### src/rtl/sha_msg_padder.sv
// sha_msg_padder: FIPS 180-4 message padding front end.
// Packs 32-bit words into 512/1024-bit blocks for the SHA-2 core.
module sha_msg_padder #(
  parameter int CNT_W = 61
) (
  input  logic          clk,
  input  logic          rst,
  input  logic          cfg_start,
  input  logic [1:0]    cfg_hash_size,
  input  logic          in_valid,
  output logic          in_ready,
  input  logic [31:0]   in_data,
  input  logic          in_last,
  input  logic [2:0]    in_bytes,
  output logic [1023:0] blk,
  output logic          blk_start,
  output logic          blk_valid,
  input  logic          blk_done,
  output logic [1:0]    hash_size,
  output logic          msg_done,
  output logic          cfg_err
);

  typedef enum logic [2:0] {
    IDLE,
    FILL,
    PAD,
    SEND,
    WAIT
  } state_t;

  state_t              state_q, state_n;
  logic [5:0]          idx_q, idx_n;
  logic [CNT_W-1:0]    cnt_q, cnt_n;
  logic [1:0]          size_q, size_n;
  logic                mark_q, mark_n;
  logic                fin_q, fin_n;
  logic                pend_q, pend_n;
  logic                first_q, first_n;
  logic                done_q, done_n;
  logic                err_q, err_n;
  logic [1023:0]       blk_q;

  logic                wr_en;
  logic [31:0]         wr_word;
  logic                wr_len;
  logic                clr_blk;

  logic                wide;
  logic [5:0]          n_words;
  logic [5:0]          last_idx;
  logic [5:0]          len_idx;
  logic [5:0]          slot;
  logic [2:0]          nb;
  logic [127:0]        len_field;

  assign wide     = size_q[1];
  assign n_words  = wide ? 6'd32 : 6'd16;
  assign last_idx = n_words - 6'd1;
  assign len_idx  = wide ? 6'd28 : 6'd14;
  // narrow word i lives where wide word i+16 would
  assign slot     = wide ? idx_q : idx_q + 6'd16;
  assign nb       = (in_bytes > 3'd4) ? 3'd4 : in_bytes;
  assign len_field = 128'({cnt_q, 3'b000});

  function automatic logic [31:0] pad_last(
    input logic [31:0] d,
    input logic [2:0]  n
  );
    case (n)
      3'd0:    pad_last = 32'h8000_0000;
      3'd1:    pad_last = {d[31:24], 24'h80_0000};
      3'd2:    pad_last = {d[31:16], 16'h8000};
      default: pad_last = {d[31:8], 8'h80};
    endcase
  endfunction

  always_comb begin
    state_n = state_q;
    idx_n   = idx_q;
    cnt_n   = cnt_q;
    size_n  = size_q;
    mark_n  = mark_q;
    fin_n   = fin_q;
    pend_n  = pend_q;
    first_n = first_q;
    done_n  = 1'b0;
    err_n   = 1'b0;
    wr_en   = 1'b0;
    wr_word = 32'h0;
    wr_len  = 1'b0;
    clr_blk = 1'b0;
    unique case (state_q)
      IDLE: begin
        if (cfg_start) begin
          if (cfg_hash_size == 2'b00) begin
            err_n = 1'b1;
          end else begin
            size_n  = cfg_hash_size;
            clr_blk = 1'b1;
            idx_n   = 6'd0;
            cnt_n   = '0;
            mark_n  = 1'b0;
            fin_n   = 1'b0;
            pend_n  = 1'b0;
            first_n = 1'b1;
            state_n = FILL;
          end
        end
      end
      FILL: begin
        if (in_valid) begin
          wr_en = 1'b1;
          idx_n = idx_q + 6'd1;
          if (in_last) begin
            cnt_n = cnt_q + CNT_W'(nb);
            if (nb != 3'd4) begin
              wr_word = pad_last(in_data, nb);
              mark_n  = 1'b1;
              state_n = PAD;
            end else begin
              wr_word = in_data;
              mark_n  = 1'b0;
              if (idx_q == last_idx) begin
                fin_n   = 1'b0;
                pend_n  = 1'b1;
                state_n = SEND;
              end else begin
                state_n = PAD;
              end
            end
          end else begin
            cnt_n   = cnt_q + CNT_W'(4);
            wr_word = in_data;
            if (idx_q == last_idx) begin
              fin_n   = 1'b0;
              pend_n  = 1'b0;
              state_n = SEND;
            end
          end
        end
      end
      PAD: begin
        if (idx_q == n_words) begin
          fin_n   = 1'b0;
          pend_n  = 1'b1;
          state_n = SEND;
        end else if (mark_q && idx_q == len_idx) begin
          wr_len  = 1'b1;
          fin_n   = 1'b1;
          pend_n  = 1'b0;
          state_n = SEND;
        end else begin
          wr_en   = 1'b1;
          wr_word = mark_q ? 32'h0 : 32'h8000_0000;
          mark_n  = 1'b1;
          idx_n   = idx_q + 6'd1;
          // length no longer fits: spill into another block
          if (idx_q == last_idx) begin
            fin_n   = 1'b0;
            pend_n  = 1'b1;
            state_n = SEND;
          end
        end
      end
      SEND: begin
        first_n = 1'b0;
        state_n = WAIT;
      end
      WAIT: begin
        if (blk_done) begin
          clr_blk = 1'b1;
          idx_n   = 6'd0;
          if (pend_q) begin
            pend_n  = 1'b0;
            state_n = PAD;
          end else if (!fin_q) begin
            state_n = FILL;
          end else begin
            done_n  = 1'b1;
            state_n = IDLE;
          end
        end
      end
      default: state_n = IDLE;
    endcase
  end

  always_ff @(posedge clk) begin
    if (rst) begin
      state_q <= IDLE;
      idx_q   <= 6'd0;
      cnt_q   <= '0;
      size_q  <= 2'b00;
      mark_q  <= 1'b0;
      fin_q   <= 1'b0;
      pend_q  <= 1'b0;
      first_q <= 1'b0;
      done_q  <= 1'b0;
      err_q   <= 1'b0;
      blk_q   <= '0;
    end else begin
      state_q <= state_n;
      idx_q   <= idx_n;
      cnt_q   <= cnt_n;
      size_q  <= size_n;
      mark_q  <= mark_n;
      fin_q   <= fin_n;
      pend_q  <= pend_n;
      first_q <= first_n;
      done_q  <= done_n;
      err_q   <= err_n;
      if (clr_blk) begin
        blk_q <= '0;
      end else begin
        for (int w = 0; w < 32; w++) begin
          if (wr_en && idx_q < n_words && slot == 6'(w))
            blk_q[1023-32*w -: 32] <= wr_word;
        end
        if (wr_len) begin
          if (wide) blk_q[127:0] <= len_field;
          else      blk_q[63:0]  <= len_field[63:0];
        end
      end
    end
  end

  assign blk       = blk_q;
  assign hash_size = size_q;
  assign in_ready  = (state_q == FILL);
  assign blk_valid = (state_q == SEND);
  assign blk_start = (state_q == SEND) && first_q;
  assign msg_done  = done_q;
  assign cfg_err   = err_q;

endmodule

### config.mk
export PLATFORM = sky130hd
export DESIGN_NAME = sha_msg_padder
export DESIGN_NICKNAME = d
export VERILOG_FILES = /design/src/rtl/sha_msg_padder.sv
export SDC_FILE = /design/constraint.sdc
export NUM_CORES = 2
export LEC_CHECK = 0
export CAP_MARGIN = 40
export CELL_PAD_IN_SITES_DETAIL_PLACEMENT = 0
export CELL_PAD_IN_SITES_GLOBAL_PLACEMENT = 1
export CORE_AREA = 2 2 413 415
export CTS_CLUSTER_SIZE = 20
export DETAILED_ROUTE_END_ITERATION = 16
export DIE_AREA = 0 0 415 417
export GPL_TIMING_DRIVEN = 1
export PLACE_DENSITY = 0.58
export RECOVER_POWER = 25
export SETUP_SLACK_MARGIN = 0.4
export SLEW_MARGIN = 20
export SYNTH_ARGS = -nofsm -noshare
export SYNTH_HDL_FRONTEND = slang
export SYNTH_SLANG_ARGS = --single-unit
### constraint.sdc
create_clock -name clk -period 6 [get_ports clk]
set_input_delay 0.6 -clock clk [delete_from_list [all_inputs] [get_ports clk]]
set_output_delay 0.6 -clock clk [all_outputs]
set_load 0.02 [all_outputs]
After elaboration in Yosys (flattened, before gate mapping)
Cells that the tools add are included.

Bits in registers: 1102. Bits in latches: 0. Memory bits (writable): 0. Bits in read-only memories: 0. Bits of input ports: 43. Output and inout bits: 1031. Logic and storage cells: 244. Memories kept: 0.

Add/subtract/negate cells: 5. Multipliers: 0. Div/mod/pow operators: 0. Order comparisons: 2. Equality and inequality tests: 50. Shifts and indexed selects: 0. Multiplexer cells: 83. Bitwise gates (word level): 5. Reduce and logical (&&, ||, !) cells: 57.

Operator list (number): 32-bit 2-to-1 mux (10); 61-bit 2-to-1 mux (4); 128-bit 2-to-1 mux (1); 61-bit one-hot mux with 2 select lines (1); 6-bit by 5-bit equality test with 1-bit output (second input constant) (16); 32-bit one-hot mux with 3 select lines (1); 64-bit 2-to-1 mux (1); 32-bit one-hot mux with 2 select lines (1); 61-bit by 3-bit adder with 61-bit output (1); 61-bit by 3-bit adder with 61-bit output (second input constant) (1); 6-bit by 4-bit equality test with 1-bit output (second input constant) (8); 6-bit 2-to-1 mux (8); 1-bit 2-to-1 mux (37); 1-bit logical AND (35); 3-bit 2-to-1 mux (9); 6-bit by 3-bit equality test with 1-bit output (second input constant) (4); 6-bit one-hot mux with 4 select lines (1); 7-bit AND reduction (3); 3-bit one-hot mux with 5 select lines (1); 6-bit by 2-bit equality test with 1-bit output (second input constant) (2); 6-bit equality test (2); 2-bit != test (second input constant) (6); 3-bit by 2-bit equality test with 1-bit output (second input constant) (3); 4-bit AND reduction (2); 29 further kinds (44).

Longest topological paths before layout
Depth in word-level cells: 11. Gate-level depth with buffers: 11. Gate-level depth less buffers: 9.

Least setup slack after synthesis
Ideal clock, no wire load.

Path type: in2reg. Start point: in in_bytes[0]. End point: reg cnt_q[38]. Library setup time: 0.132 ns. Arrival time: 2.813 ns. Data required time: 5.868 ns. Setup slack: 3.054 ns. Stages: 11. Path buffers: 2. Cell sequence: nor2b_1 ha_1 inv_1 fa_1 nor2b_1 o221ai_1 or4b_1 clkbuf_1 clkbuf_1 o31ai_1 a21oi_1.

Longest elaborated chain between the ends: 6.

Ends and longest elaborated chain: from (decl) (line 14) `input logic [2:0] in_bytes,`; 3-bit > comparator (line 63) `assign nb = (in_bytes > 3'd4) ? 3'd4 : in_bytes;`; 3-bit 2-to-1 mux * (line 63); 61-bit by 3-bit adder with 61-bit output * (line 116) `cnt_n = cnt_q + CNT_W'(nb);`; 61-bit 2-to-1 mux * (line 115) `if (in_last) begin`; 61-bit 2-to-1 mux * (line 112) `if (in_valid) begin`; 61-bit one-hot mux with 2 select lines * (line 93) `unique case (state_q)`; to (signal assigned) (line 205) `cnt_q <= cnt_n;`; to (decl) (line 34) `logic [CNT_W-1:0] cnt_q, cnt_n;`.

Every way passes the cells marked *; elsewhere a longest branch is shown, timed or not. The select of a mux whose other input is x is not followed. A chain may end at the register's enable or synchronous reset.

Worst setup path in the final report
Start point: reg size_q[1], in the netlist hash_size[1]. End point: reg blk_q[120], in the netlist blk[120].

Longest elaborated chain between the ends: 11. Elaborated cells on any way between the ends: 22. Those cells by class: 1 x order compare; 3 x eq/ne; 15 x mux; 3 x reduce/logical.

Ends and longest elaborated chain: from (decl) (line 35) `logic [1:0] size_q, size_n;`; from (signal assigned) (line 206) `size_q <= size_n;`; 5-bit 2-to-1 mux (line 60) `assign len_idx = wide ? 6'd28 : 6'd14;`; 6-bit by 5-bit equality test with 1-bit output (line 148) `end else if (mark_q && idx_q == len_idx) begin`; 1-bit logical AND (line 148); 1-bit 2-to-1 mux (line 148); 1-bit 2-to-1 mux (line 144) `if (idx_q == n_words) begin`; 1-bit one-hot mux with 2 select lines (line 93); 1-bit logical AND (2 in a row) (line 217) `if (wr_en && idx_q < n_words && slot == 6'(w))`; 32-bit 2-to-1 mux (line 217); 64-bit 2-to-1 mux (line 221) `if (wide) blk_q[127:0] <= len_field;`; 128-bit 2-to-1 mux * (line 220) `if (wr_len) begin`; to (signal, indexed assignment) (line 218) `blk_q[1023-32*w -: 32] <= wr_word;`; to (signal assigned) (line 221); to (decl) (line 42) `logic [1023:0] blk_q;`.

Every way passes the cells marked *; elsewhere a longest branch is shown, timed or not.

==> results.json <==
{
  "worstSetupEndpointType": "flop",
  "startpoint_type": "flop",
  "wl_per_cell_um": 28.7,
  "synth_warnings": 0,
  "syn2layout_area_growth_pct": 42.9,
  "die_w_um": 415,
  "critPathKind": "reg -> reg",
  "h-tree-depth": 4,
  "grt_usage_pct": 23.8,
  "syn-num-nets": 4313,
  "hold_class": "reg -> reg",
  "start_util_pct": 24.8,
  "fmax_mhz": 233,
  "tightestPinTransition_ps": 1170,
  "wl_met1_um": 87100,
  "cts-root-buf": "clkbuf_16",
  "cts_resized": 0,
  "die_area_mm2": 0.173,
  "stdcell_count": 7487,
  "via_per_inst": 4.90,
  "setup_viol": 0,
  "critPathSlowestCell": "dfxtp_1",
  "synthArstFlopShare_pct": 0,
  "timing.final.crit_share_pct": 71.5,
  "cts_tree": "done",
  "critPathLaunch": "hash_size[1]",
  "critPathRequiredTime_ps": 6700,
  "cts_hold_buf": 0,
  "p_sw_mw": 4.12,
  "antenna_found_initial": 15,
  "clock_latency_ps": 810,
  "first_pass_iters": 5,
  "antenna_left": 0,
  "drive_above_1_share_pct": 7.96,
  "p_seq_share_pct": 44.6,
  "p_comb_share_pct": 4.3,
  "grt_pass1_vias": 35017,
  "synth_area_per_cell_um2": 9.82,
  "max-cap-violations": 0,
  "crit_chain": "inv_1 -> ha_1 -> and4bb_1 -> nand3_1 -> a31oi_4 -> buf_4 -> or4_2 -> buf_4 -> mux2i_1",
  "cpPeakStageDelay_ps": 630,
  "rsz0062_at_grt": "no",
  "setup_ws_ps": 1710,
  "synthDistinctLibCells": 72,
  "holdWs_ps": 450,
  "whs_path_depth": 2,
  "ios": 1074,
  "fp-row-count": 151,
  "gp_congestion": 0.835,
  "intPower_mw": 12.3,
  "reg2reg_to": "blk[120]",
  "reg2reg_from": "hash_size[1]",
  "die_h_um": 417,
  "vias": 36676,
  "yosysSeqAreaShare_pct": 52.8,
  "min_period_ps": 4290,
  "relSlewSlack_pct": 22.1,
  "power_frac_clock_pct": 51.1,
  "endpoint": "blk[120]",
  "drcViolationCount": 0,
  "vdd_drop_max_mv": 0.273,
  "drt-initial-drc-count": 2964,
  "place_inst": 7236,
  "core-area_mm2": 0.169,
  "swShare_pct": 25.1,
  "post-place-ws_ps": 1540,
  "syn_inst": 4259,
  "syn-cell-area_mm2": 0.0418,
  "portBuffers": 1073,
  "cts_setup_buffers": 0,
  "rr_worst_depth": 9,
  "final_net_count": 5214,
  "grt_max_degree": 205,
  "grt-ovfl-total": 0,
  "synth-seq-cells": 1102,
  "cts_buffers": 134,
  "dp_hpwl_um": 147000,
  "top_layer": "met4",
  "grt_pass1_wl_um": 294000,
  "drt_wl_total_um": 215000,
  "r2r_setup_slack_ps": 1710,
  "drv_slew": 0,
  "power.leakage_nw": 22.0,
  "path_clk_slew_ps": 50,
  "fin_skew_ps": 46.2,
  "clock_path_buffers": 3,
  "synthFlopType": "dfxtp_1",
  "routed-wl-met3_um": 13400,
  "hold_viol_final": 0,
  "finalInstanceArea_mm2": 0.0597,
  "pwr_density_cell_mw_per_mm2": 275,
  "synth_edf_count": 0,
  "worstPathMaxFanout": 17,
  "timing.critical_path.arrival_ps": 4980,
  "status": "completed",
  "cts_sinks": 1102,
  "worst_path_most_repeated_cell": "buf_4",
  "placed_area_mm2": 0.0551,
  "wl_met2_um": 107000,
  "setup_tns_ps": 0
}
==> cell type report <==
class	count	area [um^2]
fillers	17074	109000
flip-flops and latches	1102	22100
multi-input cells	2711	18100
repair buffers	1191	12200
clock buffers	190	3840
well taps	2218	2780
clock inverters	49	699
inverters	20	75.1
diodes	6	15.0
==> placed cells by master, fill, tap and decap left out, types with 11 or more instances in the layout <==
| cell type | instances |
|---|---|
| a21oi_1 | 71 |
| a22o_1 | 32 |
| and3_1 | 11 |
| buf_12 | 25 |
| buf_16 | 11 |
| buf_4 | 73 |
| clkbuf_1 | 29 |
| clkbuf_16 | 134 |
| clkbuf_8 | 28 |
| clkdlybuf4s50_1 | 549 |
| clkinv_2 | 22 |
| dfxtp_1 | 1102 |
| dlygate4sd3_1 | 524 |
| inv_1 | 17 |
| mux2i_1 | 642 |
| nand2_1 | 796 |
| nand3_1 | 36 |
| nand3_4 | 23 |
| nand4_1 | 27 |
| nor2_1 | 64 |
| nor3_1 | 16 |
| nor3_4 | 16 |
| o211ai_1 | 299 |
| o21a_1 | 33 |
| o21ai_0 | 364 |
| o2bb2ai_1 | 32 |
| o31ai_1 | 32 |
| or2_2 | 12 |
| or3_1 | 18 |
| or4_1 | 31 |
==> state kept, by name, summed over array words and instances, names as in the netlist <==
signal,flops
blk,1024
cfg_err,1
cnt_q,61
fin_q,1
first_q,1
hash_size,2
idx_q,6
mark_q,1
msg_done,1
pend_q,1
state_q,3
==> Yosys cell counts (5+ instances only) <==
cell	number	area share (%)
a21oi_1	74	0.89
a22o_1	32	0.67
a31oi_1	7	0.10
and2_1	5	0.075
and3_1	11	0.16
and4_1	9	0.19
buf_1	5	0.045
buf_2	193	2.3
buf_4	53	0.95
buf_6	10	0.27
clkbuf_1	165	1.5
dfxtp_1	1102	53
ha_1	10	0.30
inv_1	17	0.15
mux2i_1	642	15
nand2_1	801	7.2
nand2b_1	8	0.12
nand3_1	69	0.83
nand4_1	27	0.40
nor2_1	66	0.59
nor2b_1	10	0.15
nor3_1	16	0.19
nor3_2	14	0.34
nor3b_1	5	0.090
nor4_1	8	0.12
o211ai_1	299	5.4
o21a_1	33	0.59
o21ai_0	364	4.4
o22ai_1	9	0.13
o2bb2ai_1	32	0.67
o31ai_1	32	0.57
or2_2	11	0.16
or3_1	18	0.27
or4_1	33	0.59
xnor2_1	5	0.10
xor2_1	5	0.10
==> cell families (layout without fill, tap and decap cells) <==
family | after synthesis | after routing | share of synthesized area, %
compound gates | 911 | 911 | 13.9
simple gates | 1134 | 1134 | 12.0
flops | 1102 | 1102 | 52.8
xor+xnor | 11 | 11 | 0.248
mux | 644 | 644 | 15.4
fa+ha+maj | 11 | 11 | 0.347
buf+inv | 446 | 1450 | 5.24
other cells | 0 | 6 | 0
==> layer usage <==
| metal | vias up | track usage [%] |
|---|---|---|
| met1 | 18323 | 28.6 |
| met3 | 285 | 5.37 |
| met5 | - | 0 |
| li1 | 16782 | - |
| met4 | 0 | 9.13 |
| met2 | 1286 | 41.2 |
==> critical path, delay by kind of cell, from the launching register on <==
kind | cells | cell delay (ps)
buffers and inverters | 3 | 1010
and+or+nand+nor | 3 | 1450
adders and majority gates | 1 | 530
DFF | 1 | 630
AOI/OAI and AO/OA | 1 | 320
muxes | 1 | 220
==> through the flow <==
step	power (mW)	util, %
floorplan	7.87	-
global placement	8.19	32.3
detailed placement	8.21	32.7
CTS	16.6	35.4
global route	17.0	35.4
finish	16.5	35.4
==> worst min path at each step <==
stage / from / slack, ps / endpoint
floorplan: pend_q / 440 / msg_done
global placement: blk[196] / 440 / blk[196]
detailed placement: blk[579] / 450 / blk[579]
CTS: blk_done / 430 / state_q[2]
global route: blk[587] / 470 / blk[587]
finish: blk[764] / 450 / blk[764]
==> power groups by stage <==
| stage | combinational [mW] | sequential (mW) | clock [mW] |
|---|---|---|---|
| floorplan | 0.379 | 7.49 | 0 |
| global placement | 0.692 | 7.50 | 0 |
| detailed placement | 0.708 | 7.50 | 0 |
| CTS | 0.710 | 7.34 | 8.60 |
| global route | 0.747 | 7.33 | 8.88 |
| finish | 0.712 | 7.34 | 8.41 |
Power figures use the tool's default switching activity.
